$ cat src/rtl/uart_pkg.sv
// Shared UART definitions.
// Holds the transmit FSM state encoding and the line-level constants used
// by the transmit controller and anything else that drives or checks the pin.
package uart_pkg;

    // Transmit FSM states, in frame order.
    typedef enum logic [2:0] {
        ST_IDLE   = 3'd0,
        ST_START  = 3'd1,
        ST_DATA   = 3'd2,
        ST_PARITY = 3'd3,
        ST_STOP   = 3'd4
    } tx_state_e;

    // Line levels: mark is the idle/stop level, space is the start level.
    localparam logic UART_MARK  = 1'b1;
    localparam logic UART_SPACE = 1'b0;

endpackage

$ cat src/rtl/uart_baud_tick.sv
// Baud period timer.
// Counts 0..CLKS_PER_BIT-1 and wraps; tick is high during the last cycle of
// each bit period. restart forces the count back to 0 so a new frame's bit
// boundaries line up exactly with its acceptance edge.
//
// Ports:
//   clk     in  1  rising-edge clock
//   reset   in  1  synchronous, active-high
//   restart in  1  synchronous counter restart (count <= 0)
//   tick    out 1  last cycle of the current bit period
module uart_baud_tick #(
    parameter int CLKS_PER_BIT = 16
) (
    input  logic clk,
    input  logic reset,
    input  logic restart,
    output logic tick
);

    localparam int CNT_W = (CLKS_PER_BIT > 1) ? $clog2(CLKS_PER_BIT) : 1;
    localparam logic [CNT_W-1:0] CNT_LAST = CNT_W'(CLKS_PER_BIT - 1);

    logic [CNT_W-1:0] cnt;

    assign tick = (cnt == CNT_LAST);

    always_ff @(posedge clk) begin
        if (reset || restart) begin
            cnt <= '0;
        end else if (tick) begin
            cnt <= '0;
        end else begin
            cnt <= cnt + 1'b1;
        end
    end

endmodule

$ cat src/rtl/uart_tx_ctrl.sv
// UART transmit controller.
// Accepts one byte per valid/ready handshake in IDLE and serialises it as
// start bit, DATA_BITS data bits (LSB first), optional parity, and
// STOP_BITS stop bits. tx is registered and rests at mark.
//
// Handshake: a byte is taken on a rising edge where tx_valid && tx_ready;
// tx_ready is high only in IDLE, so inputs are ignored while a frame runs.
//
// Ports:
//   clk      in  1  rising-edge clock
//   reset    in  1  synchronous, active-high; aborts any frame in progress
//   tx_valid in  1  tx_data holds a byte to send
//   tx_data  in  8  payload; bits [DATA_BITS-1:0] are sent
//   tx_ready out 1  controller is idle and will accept a byte
//   tx       out 1  serial line (registered)
//   busy     out 1  a frame is in progress
//   done     out 1  one-cycle pulse after the last stop bit
import uart_pkg::*;

module uart_tx_ctrl #(
    parameter int CLKS_PER_BIT = 16,
    parameter int DATA_BITS    = 8,
    parameter int PARITY_EN    = 0,
    parameter int PARITY_ODD   = 0,
    parameter int STOP_BITS    = 1
) (
    input  logic       clk,
    input  logic       reset,
    input  logic       tx_valid,
    input  logic [7:0] tx_data,
    output logic       tx_ready,
    output logic       tx,
    output logic       busy,
    output logic       done
);

    localparam int IDX_W = $clog2(DATA_BITS + 1);
    localparam logic [IDX_W-1:0] IDX_LAST  = IDX_W'(DATA_BITS - 1);
    localparam logic [7:0]       DATA_MASK = 8'(8'hFF >> (8 - DATA_BITS));
    localparam logic             STOP_LAST = 1'(STOP_BITS - 1);
    localparam logic             ODD_SEL   = (PARITY_ODD != 0);
    localparam bit               HAS_PAR   = (PARITY_EN != 0);

    tx_state_e        state;
    tx_state_e        state_next;
    logic [7:0]       shift_reg;
    logic             parity_bit;
    logic [IDX_W-1:0] bit_idx;
    logic             stop_cnt;
    logic             tick;
    logic             accept;
    logic             tx_next;
    logic             frame_end;
    logic [7:0]       data_used;

    assign tx_ready  = (state == ST_IDLE);
    assign busy      = (state != ST_IDLE);
    assign accept    = tx_valid && tx_ready;
    assign data_used = tx_data & DATA_MASK;

    // Restarting on acceptance pins every bit boundary to a multiple of
    // CLKS_PER_BIT from the acceptance edge, independent of idle time.
    uart_baud_tick #(
        .CLKS_PER_BIT(CLKS_PER_BIT)
    ) u_baud (
        .clk    (clk),
        .reset  (reset),
        .restart(accept),
        .tick   (tick)
    );

    // Next state and next line level. tx is registered, so the level for
    // the state being entered is chosen here on the transition edge.
    always_comb begin
        state_next = state;
        tx_next    = UART_MARK;
        frame_end  = 1'b0;
        case (state)
            ST_IDLE: begin
                tx_next = UART_MARK;
                if (accept) begin
                    state_next = ST_START;
                    tx_next    = UART_SPACE;
                end
            end
            ST_START: begin
                tx_next = UART_SPACE;
                if (tick) begin
                    state_next = ST_DATA;
                    tx_next    = shift_reg[0];
                end
            end
            ST_DATA: begin
                tx_next = shift_reg[0];
                if (tick) begin
                    if (bit_idx == IDX_LAST) begin
                        if (HAS_PAR) begin
                            state_next = ST_PARITY;
                            tx_next    = parity_bit;
                        end else begin
                            state_next = ST_STOP;
                            tx_next    = UART_MARK;
                        end
                    end else begin
                        // Next bit is the one about to be shifted into LSB.
                        tx_next = shift_reg[1];
                    end
                end
            end
            ST_PARITY: begin
                tx_next = parity_bit;
                if (tick) begin
                    state_next = ST_STOP;
                    tx_next    = UART_MARK;
                end
            end
            ST_STOP: begin
                tx_next = UART_MARK;
                if (tick && (stop_cnt == STOP_LAST)) begin
                    state_next = ST_IDLE;
                    frame_end  = 1'b1;
                end
            end
            default: begin
                state_next = ST_IDLE;
                tx_next    = UART_MARK;
            end
        endcase
    end

    always_ff @(posedge clk) begin
        if (reset) begin
            state <= ST_IDLE;
        end else begin
            state <= state_next;
        end
    end

    always_ff @(posedge clk) begin
        if (reset) begin
            tx         <= UART_MARK;
            done       <= 1'b0;
            shift_reg  <= '0;
            parity_bit <= 1'b0;
            bit_idx    <= '0;
            stop_cnt   <= 1'b0;
        end else begin
            tx   <= tx_next;
            done <= frame_end;
            if (accept) begin
                shift_reg  <= data_used;
                parity_bit <= (^data_used) ^ ODD_SEL;
                bit_idx    <= '0;
                stop_cnt   <= 1'b0;
            end
            if ((state == ST_DATA) && tick) begin
                shift_reg <= shift_reg >> 1;
                bit_idx   <= bit_idx + 1'b1;
            end
            if ((state == ST_STOP) && tick) begin
                stop_cnt <= stop_cnt + 1'b1;
            end
        end
    end

endmodule

$ cat config.mk
export PLATFORM = sky130hd
export DESIGN_NAME = uart_tx_ctrl
export DESIGN_NICKNAME = d
export VERILOG_FILES = /design/src/rtl/uart_pkg.sv /design/src/rtl/uart_baud_tick.sv /design/src/rtl/uart_tx_ctrl.sv
export SDC_FILE = /design/constraint.sdc
export NUM_CORES = 1
export LEC_CHECK = 0
export CAP_MARGIN = 25
export CORE_MARGIN = 2
export CORE_UTILIZATION = 38
export DETAILED_ROUTE_END_ITERATION = 6
export SLEW_MARGIN = 10
export SYNTH_ARGS = -nofsm -noshare
export SYNTH_HDL_FRONTEND = slang
export SYNTH_SLANG_ARGS = --single-unit
$ cat constraint.sdc
create_clock -name clk -period 2 [get_ports clk]
set_input_delay 0.3 -clock clk [delete_from_list [all_inputs] [get_ports clk]]
set_output_delay 0.3 -clock clk [all_outputs]
set_load 0.01 [all_outputs]
==> results.json <==
{
  "status": "completed",
  "boundaryPins": 15,
  "syn_inst": 129,
  "antennaDiodeCount": 0,
  "final.fill_count": 314,
  "netlist.area_leader.share": 0.368,
  "grt_antenna_before_repair": 0,
  "largest_reg_flops": 8,
  "final_hold_viol_count": 0,
  "final_critical_delay_including_setup_and_external_delays_ns": 1.89,
  "postRouteAntennaNets": 0,
  "tritoncts": "built",
  "ys.warnings.count": 0,
  "clkSlewWorstSetupHoldPaths_ns": 0.13,
  "total_power_mw": 0.865,
  "grt_setup_unrepaired": "no",
  "post-synth-top-area-cell": "dfxtp_1",
  "skew_ns": 0.00453,
  "worst_hold_startpoint": "bit_idx[3]",
  "p_switching_mw": 0.225,
  "num_rows": 20,
  "cell_by_cell_trace_of_the_critical_path": "nor3_2 > inv_1 > clkdlybuf4s50_1",
  "detail_route.wl_per_cell_um": 12.1,
  "critPathKind": "flop to output port",
  "r2r-start": "u_baud.cnt[0]",
  "design.core.area_um2": 3100,
  "wire_length_of_the_first_global_routing_pass_um": 3820,
  "tightest_slew_ns": 0.415,
  "area.growth.synth_to_final_pct": 14.8,
  "die-width_um": 61.4,
  "seqCellArea_um2": 460,
  "detail_route.drc_violations": 0,
  "setup.worst_path.start_class": "flop",
  "irDropWorstVdd_mv": 0.363,
  "globalplace.congestion": 0.755,
  "synthesis.nets": 142,
  "grt_overflow_total": 0,
  "period_share": 0.945,
  "detailroute.via_count": 947,
  "clock_tree.root_cell": "clkbuf_4",
  "p_comb_frac": 0.180,
  "post_layout_nonfiller_instances": 186,
  "postCtsHoldBufs": 0,
  "critPathRequiredTime_ns": 1.70,
  "power_leakage_nw": 0.510,
  "power_density_nw_per_um2": 603,
  "grt_pass1_vias": 891,
  "place.detailed.instances": 182,
  "postSynthRegisterBits": 23,
  "holdCritPathClass": "flop to flop",
  "worstPathMaxFanout": 10,
  "worstSetupEndpointType": "output port",
  "detailedPlacementHpwl_um": 1660,
  "switching_share": 0.260,
  "worstPathArrival_ns": 1.59,
  "achievable-frequency_mhz": 529,
  "cellInternalPower_mw": 0.640,
  "dp_worst_setup_slack_ns": 0.233,
  "floorplan.initialDensity": 0.403,
  "max-clock-path-buffers": 2,
  "die_height_um": 61.4,
  "post_synth_num_cell_types": 40,
  "drv_slew": 0,
  "max_slew_margin": 0.723,
  "placed_cell_area_um2": 1400,
  "clock_sinks": 23,
  "post_cts_resize_count": 0,
  "numCtsBuffers": 3,
  "layout-drive-gt1-share": 0.162,
  "synth.area.top_cells": "dfxtp_1 (37%), a211oi_2 (8.0%), mux2i_1 (7.2%)",
  "finish.instance_area_um2": 1440,
  "post_cts.repair.setup_buffers": 0,
  "multi_input_area_um2": 698,
  "cpMaxStageDelayCell": "dfxtp_1",
  "critical_path.startpoint": "state[2]",
  "die-area_um2": 3760,
  "synth.avg_cell_area_um2": 9.69,
  "final.hold.worst_slack_ns": 0.474,
  "drt-initial-drc-count": 19,
  "grt_start_max_net_pins": 23,
  "timing.final.setup_violations": 0,
  "final_nets": 156,
  "util_after_layout": 0.463,
  "tns_ns": 0,
  "1st_pass_router_iterations": 4,
  "seqPwrFrac": 0.570,
  "port-buffer-count": 14,
  "vias_per_cell": 5.09,
  "max_stage_delay_ns": 0.59,
  "ys_seq_area_frac": 0.368,
  "count_of_maximum_capacitance_violations": 0,
  "post_layout_worst_setup_margin_ns": 0.111,
  "clock_tree.htree_level_count": 1,
  "gr-usage-all-layers": 0.135,
  "wl_um": 2250,
  "netlist_area_um2": 1250,
  "clkLatencyLatePin_ns": 0.31,
  "power_frac_clock": 0.249
}
==> worst max-delay path: cells and delay by family (launching register included) <==
family	cells	cell delay, ns
buffers and inverters	2	0.58
DFF	1	0.59
and+or+nand+nor	1	0.10
==> layout make-up <==
type,instances,area share
Multi-Input combinational cell,94,0.486
Tap cell,44,0.0384
Sequential cell,23,0.321
Clock inverter,1,0.00349
Inverter,3,0.00785
Timing Repair Buffer,18,0.127
Clock buffer,3,0.0157
==> cells in the mapped netlist (all sizes together) <==
master / count
a211oi: 11
a21o: 1
a21oi: 5
a221o: 1
a31oi: 4
and2: 1
and3: 1
buf: 8
clkbuf: 1
dfxtp: 23
ha: 2
inv: 3
mux2i: 9
nand2: 8
nand3: 3
nand3b: 3
nor2: 14
nor3: 6
nor3b: 1
nor4: 3
nor4b: 2
o21a: 1
o21ai: 5
o22a: 1
o22ai: 1
or2: 1
or2b: 1
or3: 1
xnor2: 8
==> logic make-up after synthesis <==
logic type | count (synthesis) | share of synthesized area
XOR/XNOR | 8 | 0.0561
AND/OR/NAND/NOR | 45 | 0.216
adder cells (fa/ha/maj) | 2 | 0.0200
AO/OA/AOI/OAI | 30 | 0.190
buffers and inverters | 12 | 0.0771
multiplexers | 9 | 0.0721
flip-flops | 23 | 0.368
==> power groups by stage <==
stage	registers [mW]	clock network (mW)	logic, mW
3_5_place_dp	0.503	0	0.158
2_1_floorplan	0.500	0	0.111
3_3_place_gp	0.503	0	0.155
5_1_grt	0.496	0.247	0.170
4_1_cts	0.493	0.228	0.158
6_report	0.494	0.216	0.156
==> worst paths after layout <==
path              cells after the start    endpoint  slack (ns)
setup / recovery                      3        busy        0.11
hold reg to reg                       1  bit_idx[3]        0.47
setup reg to reg                      5  bit_idx[3]        0.36
hold / removal                        1  bit_idx[3]        0.47
==> placed cells by master (no fill, tap or decap), drive strengths merged <==
cell / n
clkinv: 1
o22ai: 1
and2: 1
a31oi: 4
dfxtp: 23
o22a: 1
ha: 2
or2b: 1
clkbuf: 3
inv: 3
a21o: 1
or2: 1
o21a: 1
nor4b: 2
o21ai: 5
nor4: 3
buf: 4
nand2: 8
a21oi: 5
clkdlybuf4s50: 14
or3: 1
nand3b: 3
mux2i: 9
nor3: 6
xnor2: 8
and3: 1
nor2: 14
a221o: 1
nand3: 3
nor3b: 1
a211oi: 11
==> per-layer routing <==
| metal | GRT usage | part of all wire | vias to the layer above |
|---|---|---|---|
| met2 | 0.214 | 0.48 | 8 |
| li1 | - | - | 490 |
| met5 | 0 | 0 | - |
| met1 | 0.178 | 0.49 | 447 |
| met3 | 0.0378 | 0.027 | 2 |
| met4 | 0.0456 | 0.0084 | 0 |
Note: power is estimated with default switching activity, not from simulation.
